## src/rtl/cacheline_adaptor.sv

```systemverilog
// Cacheline <-> 4-beat pmem burst adaptor: one 256-bit line handshake upstream, 64-bit beats downstream.
// Optional stall watchdog with sticky err_o: define CACHELINE_ADAPTOR_TIMEOUT_EN.
module cacheline_adaptor #(
    parameter int BEAT_WIDTH = 64,
    parameter int BURST_LEN  = 4,
    parameter int LINE_WIDTH = 256,
    parameter int ADDR_WIDTH = 32
`ifdef CACHELINE_ADAPTOR_TIMEOUT_EN
    ,
    parameter int TIMEOUT_CYCLES = 1024
`endif
) (
    input  logic                  clk,
    input  logic                  rst,
    input  logic [LINE_WIDTH-1:0] line_i,
    output logic [LINE_WIDTH-1:0] line_o,
    input  logic [ADDR_WIDTH-1:0] address_i,
    input  logic                  read_i,
    input  logic                  write_i,
    output logic                  resp_o,
    input  logic [BEAT_WIDTH-1:0] burst_i,
    output logic [BEAT_WIDTH-1:0] burst_o,
    output logic [ADDR_WIDTH-1:0] address_o,
    output logic                  read_o,
    output logic                  write_o,
    input  logic                  resp_i
`ifdef CACHELINE_ADAPTOR_TIMEOUT_EN
    ,
    output logic                  err_o
`endif
);
    localparam int CNT_W = (BURST_LEN > 1) ? $clog2(BURST_LEN) : 1;
    localparam int OFF   = $clog2(LINE_WIDTH / 8);
    localparam logic [CNT_W-1:0] LAST = CNT_W'(BURST_LEN - 1);

    typedef enum logic [1:0] {IDLE, READ, WRITE, DONE} state_t;

    state_t                    state_q, state_d;
    logic [CNT_W-1:0]          cnt_q, cnt_d;
    logic [LINE_WIDTH-1:0]     buf_q, buf_d;
    logic [ADDR_WIDTH-1:OFF]   addr_q, addr_d;
    logic [BEAT_WIDTH-1:0]     burst_q, burst_d;
    logic [ADDR_WIDTH-1:0]     addr_o_q, addr_o_d;
    logic                      read_q, read_d, write_q, write_d, resp_q, resp_d;
`ifdef CACHELINE_ADAPTOR_TIMEOUT_EN
    logic [15:0]               idle_q, idle_d;
    logic                      err_q, err_d;
`endif

    // Byte-offset bits are dropped: bursts always start on a line boundary.
    logic unused_addr_bits;
    assign unused_addr_bits = ^address_i[OFF-1:0];

    always_comb begin
        state_d  = state_q;
        cnt_d    = cnt_q;
        buf_d    = buf_q;
        addr_d   = addr_q;
        burst_d  = '0;
        addr_o_d = '0;
        read_d   = 1'b0;
        write_d  = 1'b0;
        resp_d   = 1'b0;
`ifdef CACHELINE_ADAPTOR_TIMEOUT_EN
        idle_d   = '0;
        err_d    = err_q;
`endif
        case (state_q)
            IDLE: begin
                cnt_d = '0;
                if (read_i) begin
                    addr_d   = address_i[ADDR_WIDTH-1:OFF];
                    addr_o_d = {address_i[ADDR_WIDTH-1:OFF], {OFF{1'b0}}};
                    read_d   = 1'b1;
                    state_d  = READ;
                end else if (write_i) begin
                    addr_d   = address_i[ADDR_WIDTH-1:OFF];
                    addr_o_d = {address_i[ADDR_WIDTH-1:OFF], {OFF{1'b0}}};
                    buf_d    = line_i;
                    burst_d  = line_i[BEAT_WIDTH-1:0];
                    write_d  = 1'b1;
                    state_d  = WRITE;
                end
            end
            READ, WRITE: begin
                addr_o_d = {addr_q, {OFF{1'b0}}};
                read_d   = (state_q == READ);
                write_d  = (state_q == WRITE);
                if (resp_i) begin
                    if (state_q == READ) buf_d[BEAT_WIDTH*cnt_q +: BEAT_WIDTH] = burst_i;
                    if (cnt_q == LAST) begin
                        cnt_d    = '0;
                        addr_o_d = '0;
                        read_d   = 1'b0;
                        write_d  = 1'b0;
                        resp_d   = 1'b1;
                        state_d  = DONE;
                    end else begin
                        cnt_d = cnt_q + CNT_W'(1);
                    end
                end
`ifdef CACHELINE_ADAPTOR_TIMEOUT_EN
                else if (idle_q == 16'(TIMEOUT_CYCLES - 1)) begin
                    cnt_d    = '0;
                    addr_o_d = '0;
                    read_d   = 1'b0;
                    write_d  = 1'b0;
                    resp_d   = 1'b1;
                    err_d    = 1'b1;
                    state_d  = DONE;
                end else begin
                    idle_d = idle_q + 16'd1;
                end
`endif
                if (state_d == WRITE) burst_d = buf_q[BEAT_WIDTH*cnt_d +: BEAT_WIDTH];
            end
            DONE:    state_d = IDLE;
            default: state_d = IDLE;
        endcase
    end

    always_ff @(posedge clk or posedge rst) begin
        if (rst) begin
            state_q  <= IDLE;
            cnt_q    <= '0;
            buf_q    <= '0;
            addr_q   <= '0;
            burst_q  <= '0;
            addr_o_q <= '0;
            read_q   <= 1'b0;
            write_q  <= 1'b0;
            resp_q   <= 1'b0;
`ifdef CACHELINE_ADAPTOR_TIMEOUT_EN
            idle_q   <= '0;
            err_q    <= 1'b0;
`endif
        end else begin
            state_q  <= state_d;
            cnt_q    <= cnt_d;
            buf_q    <= buf_d;
            addr_q   <= addr_d;
            burst_q  <= burst_d;
            addr_o_q <= addr_o_d;
            read_q   <= read_d;
            write_q  <= write_d;
            resp_q   <= resp_d;
`ifdef CACHELINE_ADAPTOR_TIMEOUT_EN
            idle_q   <= idle_d;
            err_q    <= err_d;
`endif
        end
    end

    assign line_o    = buf_q;
    assign burst_o   = burst_q;
    assign address_o = addr_o_q;
    assign read_o    = read_q;
    assign write_o   = write_q;
    assign resp_o    = resp_q;
`ifdef CACHELINE_ADAPTOR_TIMEOUT_EN
    assign err_o     = err_q;
`endif
endmodule
```

## config.mk

```make
export PLATFORM = sky130hd
export DESIGN_NAME = cacheline_adaptor
export DESIGN_NICKNAME = d
export VERILOG_FILES = /design/src/rtl/cacheline_adaptor.sv
export SDC_FILE = /design/constraint.sdc
export NUM_CORES = 1
export LEC_CHECK = 0
export BUFFER_PORTS_ARGS = -buffer_cell sky130_fd_sc_hd__buf_2
export CAP_MARGIN = 30
export CELL_PAD_IN_SITES_DETAIL_PLACEMENT = 2
export CELL_PAD_IN_SITES_GLOBAL_PLACEMENT = 2
export CORE_AREA = 10 10 270 272
export CTS_CLUSTER_DIAMETER = 60
export CTS_CLUSTER_SIZE = 40
export DETAILED_ROUTE_END_ITERATION = 10
export DIE_AREA = 0 0 280 282
export HOLD_SLACK_MARGIN = 0.1
export PLACE_DENSITY_LB_ADDON = 0.1
export SLEW_MARGIN = 25
export SYNTH_ARGS = -nofsm -noshare
export SYNTH_HDL_FRONTEND = slang
export SYNTH_SLANG_ARGS = --single-unit
```

## constraint.sdc

```tcl
create_clock -name clk -period 15.8 [get_ports clk]
set_input_delay 3.16 -clock clk [delete_from_list [all_inputs] [get_ports clk]]
set_output_delay 3.16 -clock clk [all_outputs]
set_load 0.02 [all_outputs]
```

# Word level (Yosys, flattened, before mapping)
# Cells that the tools add are included.
# word_totals
reg_bits	386
in_bits	357
out_inout_bits	355
word_cells	69
# op_classes
addsub	2
eq_ne	10
shifts	3
mux	39
n_reduce_logical	6
# ops
op	count
2-to-1 mux 256 bit	4
case mux 256 bit (2 select lines)	1
bitwise mux 256 bit	1
variable shift 64 x 34 -> 256 bit (first input constant)	1
variable part select 256 x 9 -> 64 bit	1
variable part select 64 x 34 -> 256 bit	1
2-to-1 mux 64 bit	3
2-to-1 mux 32 bit	4
case mux 64 bit (2 select lines)	1
case mux 32 bit (2 select lines)	1
2-to-1 mux 27 bit	2
negator 8 -> 34 bit	1
2-to-1 mux 2 bit	8
2-to-1 mux 1 bit	10
== test 2 bit (second input constant)	4
inequality test 2 bit (second input constant)	4
case mux 2 bit (3 select lines)	1
AND reduction 5 bit	1
case mux 1 bit (2 select lines)	2
case mux 2 bit (2 select lines)	1
nonzero test 2 bit	2
inequality test 3 bit (second input constant)	1
adder 2 x 1 -> 2 bit (second input constant)	1
== test 2 x 1 -> 1 bit (second input constant)	1
other kinds (3)	3

# Depth between registers and ports, before layout
# Gate-level depths: netlist (run 1).
# logic_depth
depth_word	7
ltp_mapped	10
depth_no_buf	6

# Worst setup path after synthesis (run 1)
# No wires, ideal clock.
# synth_path
path_kind	input port to flip-flop
start	input read_i
end	register buf_q[0] (netlist: line_o[0])
setup_ns	0.125
arrival_time_ns	4.469
t_required_ns	15.675
slack_ns	11.206
path_stages	5
path_buffers	1
cell_sequence	nand2b_4 > a221oi_4 > o21ai_4 > buf_6 > mux2_4
# synth_via
elab_chain_cells	2
# synth_lines
element	line	text
start, declared	18	input logic read_i,
inequality test 2 bit (no line)	n/a	
AND reduction 5 bit (no line)	n/a	
end signal, assigned	140	buf_q <= buf_d;
end, declared	40	logic [LINE_WIDTH-1:0] buf_q, buf_d;
# Every way passes these cells.
# A chain may end at the register's enable or synchronous reset.

# Worst setup path after layout (run 1)
# layout_path
start	input resp_i
end	register buf_q[224] (netlist: line_o[224])
# layout_via
elab_chain_cells	2
# layout_lines
element	line	text
start, declared	26	input logic resp_i
inequality test 2 bit (no line)	n/a	
AND reduction 5 bit (no line)	n/a	
# Every way passes these cells.

==> summary.md, run 1 <==
| Metric | Value |
|---|---|
| Outcome | `finished clean` |
| FF+latch count, synth | `381` |
| Routed Antenna Nets | `0` |
| WHS | `about 480 ps` |
| Layout net count | `2709` |
| Top post-synthesis cells by area | `dfrtp_1, mux2_4, a22o_1` |
| All-Layer GR Usage | `24.5%` |
| Clock latency on the worst-skew pair | `600 ps` |
| Core footprint | `a little under 70000 sq um` |
| Crit path top cell by count | `buf_4` |
| Critical path fanouts, max | `28` |
| Slowest CP cell | `a221oi_4` |
| Fillcell total | `about 7300` |
| Share of total power in the clock network | `between 15 and 20%` |
| Hold/Removal Path Class | `reg2reg` |
| Worst-case vdd ir drop | `0.000197 V` |
| Comb power frac | `a little under 60%` |
| Mapped Cells | `about 1700` |
| Post-synth EDFFs | `0` |
| Worst setup EP type | `flip-flop` |
| Max clock buf depth | `3` |
| Chip height | `282 microns` |
| Commonest non-fill, non-tap cell in the layout | `buf_2` |
| CTS Sinks | `381` |
| Static Leak | `14.3 nW` |
| Row count | `96` |
| Placed cell area | `24400 sq um` |
| Mux contribution to synthesized area | `roughly 25%` |
| Compound-Gate Fraction of Synth Area | `between 15 and 20%` |
| Ys flop type | `dfrtp_1` |
| Final Skew | `about 27 ps` |
| Crit start category | `input pin` |
| Crit-path max cell delay | `around 520 ps` |
| CP Buf/Inv Count | `4` |
| Min Tclk post-route | `~5400 ps` |
| Hold buffers post-CTS | `0` |
| Seq/Total Area, Yosys | `47.3%` |
| Post-CTS Resized | `0` |
| Routed WL | `about 100000 microns` |
| DRC viols | `0` |
| Clk root buf | `clkbuf_16` |
| Post-Layout Inst Area | `about 26000 sq um` |
| Final Util | `between 30% and 40%` |
| Initial antenna violation count | `35` |
| Worst endpoint required time | `~16000 ps` |
| Avg Inst Size Synth | `11.9 sq um` |
| # setup viols final | `0` |
| Share of layout cells above drive strength 1 | `roughly 46%` |
| Cell accounting for the most synthesized area | `dfrtp_1` |
| Synth top area share | `47.3%` |
| XOR/XNOR Fraction of Synth Area | `0%` |
| Fin Setup TNS | `0 ps` |
| PwrDens | `roughly 260 nW/um^2` |
| P&R area growth vs syn | `30.3%` |
| Post-DR wirelength/cell | `approximately 31 microns` |
| Vias post-DR | `~17000` |
| CTS tree | `done` |
| Post-CTS setup buffers | `0` |
| Die Wd | `approximately 280 microns` |
| Main combinational cell family by area after synthesis | `multiplexers` |
| Initial Util | `around 30%` |
| Vias in the first global route | `~19000` |
| Final Hold Fails | `0` |
| Int Power | `3.84 mW` |
| Pin count of the biggest net entering global routing | `100` |
| Post-synthesis adder-cell area fraction | `less than 1%` |
| Crit-path leading delay family | `buffers and inverters` |
| Hpwl dp | `roughly 69000 microns` |
| Synth Warn # | `0` |
| Crit path cell chain | `buf_2, nand2_1, a221oi_4, o21ai_4, buf_16, buf_4, buf_4, mux2_4` |
| Slew @ Worst Pin | `1030 ps` |
| Routability Congestion | `approximately 0.80` |
| # IOs | `between 700 and 800` |
| Asr flop ratio synth | `between 90% and 100%` |
| Peak Freq | `184 MHz` |
| Clock-pin slew on the worst setup and hold paths | `70 ps` |
| Slew HR | `31.4%` |
| P_sw | `between 3 and 4 mW` |
| Max-cap viol count | `0` |
| Slew Limit Fails | `0` |
| Simple-gate share of the synthesized area | `approximately 5.9%` |
| Initial DRC Count | `between 900 and 1000` |
| Most frequent cells in the layout | `buf_2, dfrtp_1, mux2_4` |
| GRT overflow | `0` |
| Pre-antenna DRT Iters | `4` |
| Die Area | `79000 sq um` |
| Via/cell ratio | `about 5.2` |
| First-pass GRT wire length | `roughly 140000 microns` |
| Unique masters post-synth | `38` |
| Cell Area, Synth | `around 20000 sq um` |
| # port buffers | `701` |
| Unrepaired setup endpoints after global routing | `false` |
| Sw Share | `between 40% and 50%` |
| Seq pwr share | `between 20 and 25%` |
| Critical path type | `in2reg` |
| Crit path arrival time | `5900 ps` |
| # H-tree levels | `2` |
| Crit share post-route | `between 30% and 40%` |
| CTS Buf Count | `46` |
## final cells by class
class	count	area, sq um	share of cell area (%)
well taps	882	1100	4.20
multi-input cells	1098	9680	36.9
clock buffers	54	1210	4.61
diodes	20	50.0	0.191
flip-flops and latches	381	9530	36.3
repair buffers	744	3980	15.2
clock inverters	30	417	1.59
inverters	72	283	1.08
## cell usage after synthesis (2+ instances only)
library cell	n
nand2_1	179
nor2_1	9
buf_1	15
mux2_2	16
o21ai_1	3
o21ai_0	68
and3b_1	2
clkbuf_1	72
o22a_1	64
nor3b_1	3
buf_2	29
dfrtp_1	381
ha_1	9
buf_4	5
mux2_4	240
nor2b_1	2
buf_6	24
inv_1	71
a22o_1	192
a21oi_1	95
nand3_1	65
o21ai_4	4
mux2i_1	129
## worst register-to-register path, delay by kind of cell (launching register included)
family	cells	cell delay, ps
fa+ha+maj	1	730
buf+inv	5	1880
compound gates	1	590
flops	1	490
mux	1	470
## stage by stage
step | power, mW | std cells | worst slack, ps
2_1_floorplan | 4.46 | 1696 | 2050
3_3_place_gp | 5.68 | 3170 | 9670
3_5_place_dp | 5.81 | 3172 | 9770
4_1_cts | 7.01 | 3256 | 10370
5_1_grt | 7.33 | 3278 | 10300
6_report | 6.95 | 3281 | 10360
## routing by layer
metal | global-route usage (%) | wire length (microns) | vias up
met3 | 6.45 | 6140 | 140
met5 | 0 | 117 | -
met1 | 28.5 | 39700 | 9011
met4 | 9.06 | 2870 | 18
li1 | - | - | 7426
met2 | 42.6 | 51400 | 522
## kinds of logic (layout without fill, tap and decap cells)
logic type	count (synthesis)	in the layout
other	1	25
multiplexers	385	385
buffers and inverters	217	900
AND/OR/NAND/NOR	268	268
AO/OA/AOI/OAI	431	431
flip-flops	381	381
adder cells (fa/ha/maj)	9	9
## state kept, by name, summed over array words and instances, names as in the netlist
name and flops:
read_o 1, cnt_q 2, address_o 27, write_o 1, resp_o 1, addr_q 27
state_q 2, burst_o 64, line_o 256
## power groups by stage
stage          Clock, mW  Combinational [mW]  Sequential, mW
6_report            1.17                4.08            1.70
3_5_place_dp           0                4.10            1.71
4_1_cts             1.20                4.12            1.70
2_1_floorplan          0                2.41            2.05
3_3_place_gp           0                4.00            1.68
5_1_grt             1.24                4.34            1.75
## final timing paths
path	startpoint	end	slack [ps]	cells after the start
hold / removal	addr_q[20]	addr_q[20]	480	2
setup reg to reg	state_q[0]	line_o[224]	11520	8
min in group asynchronous	rst	line_o[87]	2650	2
hold reg to reg	addr_q[20]	addr_q[20]	480	2
setup / recovery	resp_i	line_o[224]	10360	8
max in group asynchronous	rst	addr_q[29]	11110	4
No activity file was read; power rests on OpenSTA's default activity.
==> run 2: changes to the inputs <==
Settings changed: CORE_AREA 10 10 270 272 to not set, CORE_MARGIN set to 10, CORE_UTILIZATION set to 29, DIE_AREA 0 0 280 282 to not set.
Clock period 15.8 ns to 5 ns, I/O delays scaled along.
==> run 2 against run 1 <==
Against the previous run:
- power rose to 3.2 times the previous value
- non-clock buffer count down 3
- hold slack worse by 5.5 ps
- combinational power rose to 3.1 times the previous value
- core utilization down 0.40 points
- clock power rose to 3.3 times the previous value
- largest cell class unchanged
- sequential share of layout area down 0.14 points
==> summary.md, run 2 (synthesis results as in run 1) <==
| Metric | Value |
|---|---|
| Clock-pin slew on the worst setup and hold paths | `60 ps (was 70 ps)` |
| Routed Antenna Nets | `0 (unchanged)` |
| Initial antenna violation count | `36 (was 35)` |
| Critical path type | `reg2reg (was in2reg)` |
| Unrepaired setup endpoints after global routing | `false (unchanged)` |
| All-Layer GR Usage | `24.1% (was 24.5%)` |
| Critical path fanouts, max | `53 (was 28)` |
| Via/cell ratio | `5.12 (was 5.22)` |
| Seq pwr share | `24.4% (about the same)` |
| Sw Share | `44.6% (was 44.8%)` |
| # IOs | `712 (unchanged)` |
| Max-cap viol count | `0 (unchanged)` |
| Slew @ Worst Pin | `971 ps (was 1030 ps)` |
| # setup viols final | `0 (unchanged)` |
| # port buffers | `701 (unchanged)` |
| Post-DR wirelength/cell | `30.1 microns (was 30.5 microns)` |
| Final Util | `38.4% (was 38.8%)` |
| Initial Util | `29.3% (was 29.8%)` |
| Max FFs per register | `256 (unchanged)` |
| Final Non-Filler Cells | `3334 (was 3281)` |
| Routed WL | `100000 microns (about the same)` |
| Vias post-DR | `17100 (about the same)` |
| Post-CTS setup buffers | `0 (unchanged)` |
| R2r setup slk | `1790 ps (was 11520 ps)` |
| DRC viols | `0 (unchanged)` |
| Chip height | `284 microns (was 282 microns)` |
| Reg2Reg Capture Point | `line_o[102] (was line_o[224])` |
| Commonest non-fill, non-tap cell in the layout | `buf_2 (unchanged)` |
| CTS Sinks | `381 (unchanged)` |
| Die Wd | `284 microns (was 280 microns)` |
| P&R area growth vs syn | `30.8% (was 30.3%)` |
| Outcome | `finished clean (unchanged)` |
| P_sw | `9.80 mW (was 3.12 mW)` |
| Tot Pwr | `22.0 mW (was 6.95 mW)` |
| Int Power | `12.2 mW (was 3.84 mW)` |
| Crit share post-route | `~64%` |
| Hold/Removal Path Class | `reg2reg (unchanged)` |
| Slew Limit Fails | `0 (unchanged)` |
| PwrDens | `833 nW/um^2 (was 265 nW/um^2)` |
| Pre-antenna DRT Iters | `7 (was 4)` |
| Row count | `96 (unchanged)` |
| CTS Buf Count | `48 (was 46)` |
| Routability Congestion | `0.806 (was 0.799)` |
| Hold buffers post-CTS | `0 (unchanged)` |
| First-pass GRT wire length | `144000 microns (was 142000 microns)` |
| Min Tclk post-route | `3210 ps` |
| Final Skew | `17.3 ps (was 27.4 ps)` |
| Hpwl dp | `70100 microns (was 69300 microns)` |
| FF-to-FF path depth | `6 (was 8)` |
| GRT overflow | `0 (unchanged)` |
| Fillcell total | `7368 (was 7268)` |
| Die Area | `80400 sq um (was 79000 sq um)` |
| Static Leak | `14.3 nW (about the same)` |
| Crit start category | `flip-flop (was input pin)` |
| Initial DRC Count | `839 (was 909)` |
| Fin Setup TNS | `0 ps (unchanged)` |
| Share of layout cells above drive strength 1 | `46.5% (was 46.3%)` |
| Layout net count | `2708 (was 2709)` |
| Most frequent cells in the layout | `buf_2, dfrtp_1, mux2_4 (unchanged)` |
| Worst endpoint required time | `5480 ps (was 16270 ps)` |
| # H-tree levels | `2 (unchanged)` |
| Slew HR | `35.3% (was 31.4%)` |
| Worst setup EP type | `flip-flop (unchanged)` |
| Peak Freq | `between 300 and 400 MHz` |
| Max clock buf depth | `3 (unchanged)` |
| Min-delay src | `addr_q[30] (was addr_q[20])` |
| Worst r2r src | `state_q[0] (unchanged)` |
| Comb power frac | `58.1% (was 58.7%)` |
| CTS tree | `done (unchanged)` |
| Hold path depth | `2 (unchanged)` |
| Post-CTS Resized | `0 (unchanged)` |
| Worst-case vdd ir drop | `0.000710 V (was 0.000197 V)` |
| Clock latency on the worst-skew pair | `600 ps (about the same)` |
| Final Hold Fails | `0 (unchanged)` |
| Clk root buf | `clkbuf_16 (unchanged)` |
| Crit path arrival time | `3690 ps (was 5900 ps)` |
| Share of total power in the clock network | `17.4% (was 16.9%)` |
| WHS | `475 ps (was 481 ps)` |
| Hold EP | `addr_q[30] (was addr_q[20])` |
| Placed Cells incl. Taps | `3222 (was 3172)` |
| Vias in the first global route | `19500 (was 19400)` |
| Core footprint | `68700 sq um (was 67700 sq um)` |
| Pin count of the biggest net entering global routing | `115 (was 100)` |
run 2: cell types whose count changed in the layout (fill, tap and decap cells not counted), moves of 3 or more:
cell	delta
clkbuf_16	+4
clkinv_2	+6
clkbuf_1	-3
buf_4	-5
clkbuf_8	+4
buf_16	-6
clkinvlp_4	+3
inv_6	-3
buf_12	+8
run 2: worst max path at each step:
stage | startpoint | end | slack [ps] | cells past startpoint
floorplan | rst | addr_q[10] | -1120 | 1
global placement | state_q[0] | line_o[60] | 1820 | 6
detailed placement | state_q[0] | line_o[101] | 1800 | 6
CTS | state_q[0] | line_o[102] | 1760 | 6
global route | state_q[0] | line_o[103] | 1620 | 6
finish | state_q[0] | line_o[102] | 1790 | 6
run 2: critical path: stages (launching register included):
cell,delay [ps]
dfrtp_1,490
inv_1,160
ha_4,620
inv_6,320
o21ai_4,230
buf_4,760
mux2_2,420
run 2: power groups by stage:
| stage | clock network, mW | logic (mW) | registers, mW |
|---|---|---|---|
| global placement | 0 | 12.7 | 5.33 |
| finish | 3.83 | 12.8 | 5.36 |
| global route | 4.06 | 13.6 | 5.53 |
| CTS | 3.94 | 13.0 | 5.36 |
| detailed placement | 0 | 12.9 | 5.39 |
| floorplan | 0 | 7.63 | 6.48 |
run 2: final cells by class:
cell class              instances  area (sq um)  share of cell area (%)
flip-flops and latches        381          9530                    36.2
repair buffers                741          3940                    14.9
multi-input cells            1098          9680                    36.7
clock buffers                  59          1360                    5.14
inverters                      72           279                    1.06
diodes                         22          55.1                   0.209
clock inverters                30           360                    1.37
well taps                     931          1160                    4.42
run 2: through the flow:
step / area [sq um] / setup slack (ps)
2_1_floorplan: 20200 / -1120
3_3_place_gp: 24500 / 1820
3_5_place_dp: 24600 / 1800
4_1_cts: 26300 / 1760
5_1_grt: 26400 / 1620
6_report: 26400 / 1790
run 2: routing by layer:
metal | track usage (%) | vias to the layer above | part of all wire, %
met5 | 0 | - | 0.12
met4 | 8.49 | 18 | 2.7
met3 | 6.12 | 141 | 5.5
met2 | 42.4 | 480 | 52
met1 | 27.9 | 9014 | 40
li1 | - | 7429 | -
==> run 3: changes to the inputs <==
Settings changed: ABC_AREA set to 1, CORE_UTILIZATION 29 to 27.
Clock period 5 ns to 3.3 ns, I/O delays scaled along.
==> run 3 against run 2 <==
Against the previous run:
- synthesized area increased by 3.5%
- sequential share of layout area decreased by 1.3 points
- non-clock buffer count increased by 15
- worst setup slack got worse by 1200 ps
- cell count increased by 38%
- die area increased by 10%
- clock power increased by 59%
- via count increased by 38%
- clock skew increased by 5.2 ps
- global-route usage increased by 4.2 points
- clock-buffer cell count increased by 7
- critical path type unchanged
- critical endpoint is now line_o[153]
- highest routed layer unchanged
==> summary.md, run 3 <==
| Metric | Value |
|---|---|
| Fillcell total | `9156 (was 7368)` |
| Avg Inst Size Synth | `7.14 sq um (was 11.9 sq um)` |
| CTS Buf Count | `53 (was 48)` |
| Worst setup EP type | `flip-flop (unchanged)` |
| Synth Warn # | `0 (unchanged)` |
| Final Skew | `22.5 ps (was 17.3 ps)` |
| Layout net count | `3866 (was 2708)` |
| Chip height | `298 microns (was 284 microns)` |
| Routability Congestion | `0.916 (was 0.806)` |
| Die Wd | `298 microns (was 284 microns)` |
| Post-synth EDFFs | `0 (unchanged)` |
| # port buffers | `701 (unchanged)` |
| Clock-pin slew on the worst setup and hold paths | `70 ps (was 60 ps)` |
| PwrDens | `1210 nW/um^2 (was 833 nW/um^2)` |
| Slew @ Worst Pin | `904 ps (was 971 ps)` |
| Max clock buf depth | `3 (unchanged)` |
| Clock latency on the worst-skew pair | `610 ps (was 600 ps)` |
| GRT overflow | `0 (unchanged)` |
| Peak Freq | `366 MHz (was 311 MHz)` |
| Unique masters post-synth | `26 (was 38)` |
| Core footprint | `76200 sq um (was 68700 sq um)` |
| Mapped Cells | `2919 (was 1692)` |
| Initial Util | `27.4% (was 29.3%)` |
| DRC viols | `0 (unchanged)` |
| Slowest CP cell | `dfrtp_1 (was buf_4)` |
| FF-to-FF path depth | `8 (was 6)` |
| Post-CTS Resized | `0 (unchanged)` |
| CP Buf/Inv Count | `3 (unchanged)` |
| Multi-input logic area | `8860 sq um (was 9680 sq um)` |
| Ys flop type | `dfrtp_1 (unchanged)` |
| P&R area growth vs syn | `31.2% (was 30.8%)` |
| Critical path type | `reg2reg (unchanged)` |
| Share of layout cells above drive strength 1 | `24.6% (was 46.5%)` |
| Final Hold Fails | `0 (unchanged)` |
| Routed Antenna Nets | `0 (unchanged)` |
| Unrepaired setup endpoints after global routing | `false (unchanged)` |
| All-Layer GR Usage | `28.3% (was 24.1%)` |
| Post-CTS setup buffers | `0 (unchanged)` |
| Pin count of the biggest net entering global routing | `129 (was 115)` |
| Critical path fanouts, max | `16 (was 53)` |
| CTS tree | `done (unchanged)` |
| Max FFs per register | `256 (unchanged)` |
| Initial DRC Count | `1697 (was 839)` |
| Worst r2r src | `state_q[0] (unchanged)` |
| Max-cap viol count | `0 (unchanged)` |
| Commonest non-fill, non-tap cell in the layout | `nand2_1 (was buf_2)` |
| Die Area | `88700 sq um (was 80400 sq um)` |
| Row count | `101 (was 96)` |
| Cell accounting for the most synthesized area | `dfrtp_1 (unchanged)` |
| Synth top area share | `45.7% (was 47.3%)` |
| Pre-antenna DRT Iters | `5 (was 7)` |
| Cell Area, Synth | `20900 sq um (was 20200 sq um)` |
| R2r setup slk | `560 ps (was 1790 ps)` |
| Setup crit end | `line_o[153] (was line_o[102])` |
| Reg2Reg Capture Point | `line_o[153] (was line_o[102])` |
| Clk root buf | `clkbuf_16 (unchanged)` |
| # setup viols final | `0 (unchanged)` |
| Initial antenna violation count | `41 (was 36)` |
| Crit path top cell by count | `buf_4` |
| Outcome | `finished clean (unchanged)` |
| # IOs | `712 (unchanged)` |
| Crit path arrival time | `3270 ps (was 3690 ps)` |
| Synth cell count leaders | `nand2_1, inv_1, dfrtp_1 (was dfrtp_1, mux2_4, a22o_1)` |
| Hold/Removal Path Class | `in2reg (was reg2reg)` |
| Final Util | `35.9% (was 38.4%)` |
| Crit path from | `state_q[0] (unchanged)` |
| # H-tree levels | `2 (unchanged)` |
| First-pass GRT wire length | `188000 microns (was 144000 microns)` |
| Crit-path leading delay family | `buffers and inverters (unchanged)` |
| Critical path depth in cells | `8 (was 6)` |
| Vias post-DR | `23600 (was 17100)` |
| Crit path cell chain | `inv_1, ha_1, buf_4, nand4_4, buf_4, nor3_1, a21oi_1, o21ai_1 (was inv_1, ha_4, inv_6, o21ai_4, buf_4, mux2_2)` |
| Crit start category | `flip-flop (unchanged)` |
| Reg area | `9540 sq um (was 9530 sq um)` |
| Most common cell in the synthesized netlist | `nand2_1 (was dfrtp_1)` |
| Worst-case vdd ir drop | `0.00102 V (was 0.000710 V)` |
| Slew HR | `39.7% (was 35.3%)` |
| Crit share post-route | `82.9% (was 64.3%)` |
| Crit-path max cell delay | `510 ps (was 760 ps)` |
| CTS Sinks | `381 (unchanged)` |
| Vias in the first global route | `25300 (was 19500)` |
| FF+latch count, synth | `381 (unchanged)` |
| Post-DR wirelength/cell | `28.3 microns (was 30.1 microns)` |
| Static Leak | `14.2 nW (was 14.3 nW)` |
| Routed WL | `130000 microns (was 100000 microns)` |
| Min Tclk post-route | `2740 ps (was 3210 ps)` |
| Setup ws final | `565 ps (was 1790 ps)` |
| Seq/Total Area, Yosys | `45.7% (was 47.3%)` |
| Most frequent cells in the layout | `nand2_1, buf_2, inv_1 (was buf_2, dfrtp_1, mux2_4)` |
| Asr flop ratio synth | `100% (unchanged)` |
| Worst endpoint required time | `3830 ps (was 5480 ps)` |
| Top post-synthesis cells by area | `dfrtp_1, nand2_1, inv_1 (was dfrtp_1, mux2_4, a22o_1)` |
| Hold buffers post-CTS | `0 (unchanged)` |
| Hpwl dp | `94600 microns (was 70100 microns)` |
| Slew Limit Fails | `0 (unchanged)` |
| Place WS | `540 ps (was 1800 ps)` |
| Via/cell ratio | `5.13 (was 5.12)` |
run 3: changes by cell type in the layout (fill, tap and decap cells not counted), moves of 131 or more:
cell / delta
inv_1: +341
mux2_4: -240
a21oi_1: +163
o21ai_0: +131
a22o_1: -192
o21ai_1: +136
nand2_1: +616
run 3: layer usage:
layer	GRT usage (%)	wire [microns]	up-vias
met5	0	171	-
li1	-	-	10600
met3	6.62	8440	190
met4	8.92	3780	26
met1	37.4	57200	12000
met2	45.2	60400	786
run 3: worst register-to-register path, stage by stage, from the launching register on:
cell and delay [ps]:
dfrtp_1 510, inv_1 150, ha_1 390, buf_4 250, nand4_4 490, buf_4 430, nor3_1 230, a21oi_1 70
o21ai_1 140
run 3: worst min path at each step:
stage,startpoint,to,slack (ps),cells past startpoint
5_1_grt,address_i[27],addr_q[27],270,3
6_report,address_i[27],addr_q[27],280,3
2_1_floorplan,addr_q[29],address_o[29],510,2
3_5_place_dp,line_o[141],line_o[141],500,2
3_3_place_gp,line_o[141],line_o[141],490,2
4_1_cts,address_i[10],addr_q[10],250,3
run 3: cells by family (layout without fill, tap and decap cells):
family | Yosys count | after routing | share of synthesized area (%)
simple gates | 1246 | 1246 | 25.5
buf+inv | 650 | 1268 | 12.6
compound gates | 632 | 632 | 15.6
flops | 381 | 381 | 45.7
fa+ha+maj | 9 | 9 | 0.540
other cells | 1 | 22 | 0.0180
run 3: cell type report:
cell class | count | share of cell area, %
Multi-Input combinational cell | 1892 | 32.4
Tap cell | 1030 | 4.71
Inverter | 416 | 5.75
Antenna cell | 17 | 0.155
Clock inverter | 30 | 1.37
Sequential cell | 381 | 34.8
Timing Repair Buffer | 756 | 15.6
Clock buffer | 66 | 5.21
run 3: metrics by stage:
stage / hold WS (ps) / cells / cell area, sq um / setup TNS [ps] / total power, mW
2_1_floorplan: 510 / 2923 / 20900 / -944880 / 18.9
3_3_place_gp: 489 / 4475 / 25500 / 0 / 26.4
3_5_place_dp: 499 / 4475 / 25500 / 0 / 27.1
4_1_cts: 247 / 4571 / 27300 / 0 / 33.3
5_1_grt: 272 / 4586 / 27400 / 0 / 35.4
6_report: 285 / 4588 / 27400 / 0 / 33.1
run 3: power breakdown:
group / total, mW / leakage [nW] / switching (mW) / internal [mW]
registers: 8.02 / 4.88 / 1.42 / 6.60
logic: 19.0 / 8.40 / 13.8 / 5.15
clock network: 6.08 / 0.875 / 2.50 / 3.57
